[src/rtl/uart_rx_param.sv]
// Oversampling UART receiver with configurable data width, stop length and parity.
// Adds an input synchroniser, false-start rejection, parity/framing flags and break handling.
module uart_rx_param #(
  parameter int unsigned DATA_BITS  = 8,
  parameter int unsigned OVERSAMPLE = 16,
  parameter int unsigned SB_TICKS   = 16,
  parameter int unsigned PARITY_EN  = 0,
  parameter int unsigned PARITY_ODD = 0
) (
  input  logic                 i_clock,
  input  logic                 i_reset,
  input  logic                 i_tick,
  input  logic                 i_rx_data_input,
  output logic [DATA_BITS-1:0] o_data_byte,
  output logic                 o_done_bit,
  output logic                 o_parity_error,
  output logic                 o_frame_error,
  output logic                 o_busy
);

  localparam int unsigned SMax = (OVERSAMPLE > SB_TICKS) ? OVERSAMPLE : SB_TICKS;
  localparam int unsigned SW   = $clog2(SMax);
  localparam int unsigned NW   = $clog2(DATA_BITS);

  localparam logic [SW-1:0] SHalf = SW'(OVERSAMPLE / 2 - 1);
  localparam logic [SW-1:0] SFull = SW'(OVERSAMPLE - 1);
  localparam logic [SW-1:0] SStop = SW'(SB_TICKS - 1);
  localparam logic [SW-1:0] SOne  = SW'(1);
  localparam logic [NW-1:0] NLast = NW'(DATA_BITS - 1);
  localparam logic [NW-1:0] NOne  = NW'(1);
  localparam logic          ParEn  = (PARITY_EN != 0);
  localparam logic          ParOdd = (PARITY_ODD != 0);

  typedef enum logic [2:0] {
    StIdle,
    StStart,
    StData,
    StParity,
    StStop,
    StBreak
  } state_e;

  state_e               state_q, state_d;
  logic                 sync1_q, sync2_q;
  logic [SW-1:0]        s_q, s_d;
  logic [NW-1:0]        n_q, n_d;
  logic [DATA_BITS-1:0] sr_q, sr_d;
  logic                 perr_q, perr_d;
  logic [DATA_BITS-1:0] data_q, data_d;
  logic                 done_q, done_d;
  logic                 parity_err_q, parity_err_d;
  logic                 frame_err_q, frame_err_d;
  logic                 busy_q, busy_d;
  logic                 rx;

  assign rx = sync2_q;

  always_comb begin
    state_d      = state_q;
    s_d          = s_q;
    n_d          = n_q;
    sr_d         = sr_q;
    perr_d       = perr_q;
    data_d       = data_q;
    done_d       = 1'b0;
    parity_err_d = parity_err_q;
    frame_err_d  = frame_err_q;

    unique case (state_q)
      StIdle: begin
        if (!rx) begin
          state_d = StStart;
          s_d     = '0;
        end
      end
      StStart: begin
        if (i_tick) begin
          if (s_q == SHalf) begin
            // A high line at mid-start is a glitch: drop back without reporting.
            if (!rx) begin
              state_d = StData;
              s_d     = '0;
              n_d     = '0;
            end else begin
              state_d = StIdle;
            end
          end else begin
            s_d = s_q + SOne;
          end
        end
      end
      StData: begin
        if (i_tick) begin
          if (s_q == SFull) begin
            s_d  = '0;
            sr_d = {rx, sr_q[DATA_BITS-1:1]};
            if (n_q == NLast) begin
              state_d = ParEn ? StParity : StStop;
            end else begin
              n_d = n_q + NOne;
            end
          end else begin
            s_d = s_q + SOne;
          end
        end
      end
      StParity: begin
        if (i_tick) begin
          if (s_q == SFull) begin
            s_d     = '0;
            perr_d  = (^sr_q) ^ rx ^ ParOdd;
            state_d = StStop;
          end else begin
            s_d = s_q + SOne;
          end
        end
      end
      StStop: begin
        if (i_tick) begin
          if (s_q == SStop) begin
            s_d          = '0;
            data_d       = sr_q;
            parity_err_d = ParEn & perr_q;
            frame_err_d  = ~rx;
            done_d       = 1'b1;
            state_d      = rx ? StIdle : StBreak;
          end else begin
            s_d = s_q + SOne;
          end
        end
      end
      StBreak: begin
        if (rx) begin
          state_d = StIdle;
        end
      end
      default: state_d = StIdle;
    endcase

    busy_d = (state_d != StIdle);
  end

  always_ff @(posedge i_clock) begin
    if (i_reset) begin
      state_q      <= StIdle;
      sync1_q      <= 1'b1;
      sync2_q      <= 1'b1;
      s_q          <= '0;
      n_q          <= '0;
      sr_q         <= '0;
      perr_q       <= 1'b0;
      data_q       <= '0;
      done_q       <= 1'b0;
      parity_err_q <= 1'b0;
      frame_err_q  <= 1'b0;
      busy_q       <= 1'b0;
    end else begin
      state_q      <= state_d;
      sync1_q      <= i_rx_data_input;
      sync2_q      <= sync1_q;
      s_q          <= s_d;
      n_q          <= n_d;
      sr_q         <= sr_d;
      perr_q       <= perr_d;
      data_q       <= data_d;
      done_q       <= done_d;
      parity_err_q <= parity_err_d;
      frame_err_q  <= frame_err_d;
      busy_q       <= busy_d;
    end
  end

  assign o_data_byte    = data_q;
  assign o_done_bit     = done_q;
  assign o_parity_error = parity_err_q;
  assign o_frame_error  = frame_err_q;
  assign o_busy         = busy_q;

endmodule

[config.mk]
export PLATFORM = sky130hd
export DESIGN_NAME = uart_rx_param
export DESIGN_NICKNAME = d
export VERILOG_FILES = /design/src/rtl/uart_rx_param.sv
export SDC_FILE = /design/constraint.sdc
export NUM_CORES = 1
export LEC_CHECK = 0
export CORE_MARGIN = 4
export CORE_UTILIZATION = 25
export CTS_CLUSTER_SIZE = 24
export DETAILED_ROUTE_END_ITERATION = 12
export PLACE_DENSITY_LB_ADDON = 0.2
export SETUP_SLACK_MARGIN = 0.15
export SYNTH_ARGS = -nofsm -noshare
export SYNTH_HDL_FRONTEND = slang
export SYNTH_SLANG_ARGS = --single-unit
[constraint.sdc]
create_clock -name i_clock -period 2.59 [get_ports i_clock]
set_clock_uncertainty 0.1 [all_clocks]
set_input_delay 0.518 -clock i_clock [delete_from_list [all_inputs] [get_ports i_clock]]
set_output_delay 0.518 -clock i_clock [all_outputs]
set_load 0.02 [all_outputs]
-- Word level (Yosys, flattened, before mapping)
Cells that the tools add are included.
- add/subtract/negate cells: 2
- equal/unequal tests: 15
- mux-type cells: 28
- bitwise operators: 3
- reductions and logical operators: 10
- operator list (operator ; count):
    $mux 3 ; 18
    $mux 4 ; 5
    $pmux 3 s6 ; 1
    $ne 2x2->1 const B ; 6
    $pmux 4 s3 ; 1
    $eq 3x3->1 const B ; 3
    $reduce_and 3->1 ; 3
    $reduce_and 7->1 ; 1
    $eq 3x2->1 const B ; 2
    $pmux 3 s2 ; 1
    $reduce_bool 3->1 ; 2
    $reduce_or 3->1 ; 2
    $add 4x1->4 const B ; 1
    $eq 4x3->1 const B ; 1
    $eq 4x4->1 const B ; 1
    $add 3x1->3 const B ; 1
    $eq 3x1->1 const B ; 1
    $logic_not 3->1 ; 1
    $not 1->1 ; 3
    $mux 2 ; 1
    $ne 2x1->1 const B ; 1
    $reduce_bool 2->1 ; 1
    $mux 1 ; 1
- register bits: 31
- input port bits: 4
- output and inout port bits: 12
- logic and storage cells: 68

-- Longest topological paths before layout
- depth in word-level cells: 6
- gate-level depth with buffers: 6
- gate-level depth less buffers: 6

-- Worst setup path after synthesis
Ideal clock, no wire load.
- path type: in2reg
- from: in i_tick
- to: reg data_q[0], in the netlist o_data_byte[0]
- setup time: 0.128 ns
- arrival time: 1.383 ns
- required time: 2.362 ns
- setup slack: 0.980 ns
- stages on the path: 6
- buffers on the path: 2
- cell sequence: buf_2 > and4_1 > nand3_1 > buf_4 > mux2i_1 > nor2_1
- cells in the longest elaborated chain, start to end: 1
- ends and longest elaborated chain (item ; RTL line ; text):
    start: declaration ; 12 ; input logic i_tick,
    $reduce_and 3->1 (no line) ; n/a ;
    end signal: assignment ; 165 ; data_q <= data_d;
    end: declaration ; 49 ; logic [DATA_BITS-1:0] data_q, data_d;
Every way passes these cells.
A chain may end at the register's enable or synchronous reset.

-- Final worst setup path
- from: reg state_q[2]
- to: reg n_q[0]
- cells in the longest elaborated chain, start to end: 3
- elaborated cells on any way between the ends: 11
- ends and longest elaborated chain (item ; RTL line ; text):
    start: declaration ; 43 ; state_e state_q, state_d;
    start signal: assignment ; 145 ; state_q <= StIdle;
    start signal: assignment ; 158 ; state_q <= state_d;
    $eq 3x2->1 / $eq 3x1->1 (equally long branches) ; 69 ; unique case (state_q)
    $ne 2x2->1 (no line) / $reduce_bool 2->1 (equally long branches) ; n/a ;
    $reduce_and 7->1 (no line) ; n/a ;
    end signal: assignment ; 162 ; n_q <= n_d;
    end: declaration ; 46 ; logic [NW-1:0] n_q, n_d;
Parallel ways exist; a longest one is shown, timed or not.

==> impl_results.md <==
- Post-DP HPWL: 2110 um
- Root Buffer Master: clkbuf_8
- EDFF count, synth: 0
- I/O pin count: 16
- Mapped Cells: 162
- Fin util: 31.6%
- Clock buffer depth: 2
- Max-cap violations: 0
- Setup crit end kind: flip-flop
- Postcts setup bufs: 0
- Critical Path Start: state_q[2]
- Post-CTS Resized: 0
- Syn-to-layout area delta: 19.5%
- Final worst-path cycle share: 73.2%
- WP data required: 2720 ps
- Initial DRT Pass Iterations: 4
- Synthesized area: 1500 um2
- Core ar.: 5680 um2
- Hold Violations, Final: 0
- Routed WL per cell: 11.7 um
- CTS tree: built
- CTS buffer count: 5
- Critical path buffers and inverters: 1
- Peak VDD IR: 0.000211 V
- Met2 Track Usage GR: 13.1%
- Sequential cell area fraction in the yosys report: 41.3%
- Min Tclk post-route: 1890 ps
- Cell Pwr Density: 531 nW/um2
- Via count: 1,143
- DRC: 0
- Area fraction of the dominant cell type after synthesis: 41.3%
- Final slew viol count: 0
- Setup TNS: 0 ps
- Post-synth cell types: 43
- Rows: 27
- Worst-skew pair later-pin latency: 280 ps
- GP Congestion: 0.755
- Ys async rst share: 0%
- TritonCTS sink count: 31
- Critical path startpoint category: flip-flop
- Outcome: finished, final reports clean
- Met3 Resource Use GR: 3.46%
- Slowest stage delay, CP: 580 ps
- Max frequency: 528 MHz
- CP cell instances: nor3b_4 > inv_1 > nor4b_4 > mux2_2
- Worst Path Arrival: 2030 ps
- Slew @ Worst Pin: 586 ps
- Busiest grt layer: met2
- Number of diodes: 0
- Antenna violations before repair: 0
- Area contributors post-synth: dfxtp_1 41%, mux2i_1 6.0%, nor2_1 4.3%
- GRT overflow: 0
- Crit Path Max Fanout: 15
- Initial core utilization: 26.5%
- Met1 usage: 11.3%
- Hold/Removal Path Class: reg2reg
- Number of port buffers: 14
- Area leader, netlist: dfxtp_1
- All-Layer GR Usage: 9.06%
- First-pass GRT wire length: 5190 um
- 1st-iter DRT viols: 64
- Clk pin slew, worst setup/hold paths: 70 ps
- Final net count: 183
- Hold path start: sync1_q
- Most frequent cells in the layout: 31 x dfxtp_1, 17 x nor2_1, 14 x nand2_1, 14 x clkdlybuf4s50_1
- CP top delay family: simple AND/OR/NAND/NOR gates
- Chip height: 85.5 um
- Antenna viol nets, final: 0
- Most common cell after layout, fill and taps aside: dfxtp_1
- Top FF cell, synth: dfxtp_1
- Via/cell ratio: 4.59
- Ys Warns: 0
- Vias in the first global route: 1,101
- Final wirelength: 2910 um
- Crit Path Class: reg2reg
- Largest net degree at the start of global routing: 18
- Final setup viols: 0
- Worst r2r src: state_q[2]
- Critical Path Slowest Stage Cell: nor3b_4
- Syn_area_per_cell: 9.27 um2
- Syn Nets: 169
- Leak pwr: 0.732 nW
- #FFs+latches synth: 31
- Share of cells above drive strength 1: 14.7%
- Relative max-transition margin: 60.9%
- Die Area: 7310 um2
- CTS H-Tree Depth: 2
- Cts-stage hold buffer count: 0
- Die width: 85.5 um
- RSZ-0062 raised after global routing: no
-- report_power, final --
part           leakage (nW)  switching (mW)  internal, mW
clock network        0.0505           0.180         0.241
registers             0.250         0.00474         0.480
logic                 0.431          0.0250        0.0202
total                 0.732           0.210         0.742
-- synthesized netlist by cell type, types with 2 or more instances --
master and n:
buf_4 5, dfxtp_1 31, nor2_1 17, nand3b_1 2, a21oi_1 11, buf_2 3, a22o_1 2, nor3b_2 2
or2_2 2, nand3_1 11, o21ai_0 6, clkbuf_1 3, inv_1 4, nand2_1 14, ha_1 3, nor2b_1 5
a21o_1 2, buf_6 2, mux2i_1 9, xnor2_1 3, a31oi_1 3
-- worst register-to-register path, cell delays in order, from the launching register on --
cell     delay (ps)
dfxtp_1         480
nor3b_4         580
inv_1           160
nor4b_4         330
mux2_2          190
-- cell families after synthesis --
kind of cell / share of synthesized area (%)
AND/OR/NAND/NOR: 22.7
XOR/XNOR: 2.33
buffers and inverters: 6.75
other: 0.250
multiplexers: 8.25
adder cells (fa/ha/maj): 2.50
flip-flops: 41.3
AO/OA/AOI/OAI: 15.8
-- per-stage QoR --
step	area (um2)	power [mW]	hold WS (ps)	setup WS [ps]	std cells
final	1790	0.952	305	695	249
after global routing	1790	1.00	314	548	249
after CTS	1790	0.974	310	684	249
after detailed placement	1690	0.542	298	446	241
after global placement	1690	0.542	295	503	241
after floorplan	1500	0.529	289	980	162
-- sequential cells by signal, summed over array words and instances (netlist names) --
register / flops
n_q: 3
s_q: 4
state_q: 3
o_data_byte: 8
sr_q: 8
sync1_q: 1
o_frame_error: 1
o_busy: 1
rx: 1
o_done_bit: 1
-- worst paths after layout --
check	slack (ps)	to	cells after the start
worst min register to register	300	rx	1
worst min-delay path	300	rx	1
worst max-delay path	700	n_q[0]	4
worst max register to register	700	n_q[0]	4
-- metal layers --
layer,part of all wire (%),up-vias
li1,-,593
met1,48,529
met2,45,15
met3,4.5,6
met4,2.9,0
met5,0,-
-- cell type report --
type | count | area [um2]
inverters | 4 | 15.0
multi-input cells | 114 | 779
well taps | 72 | 90.1
clock buffers | 7 | 96.3
flip-flops and latches | 31 | 621
fillers | 614 | 3880
repair buffers | 20 | 185
clock inverters | 1 | 7.51
Power figures use the tool's default switching activity.
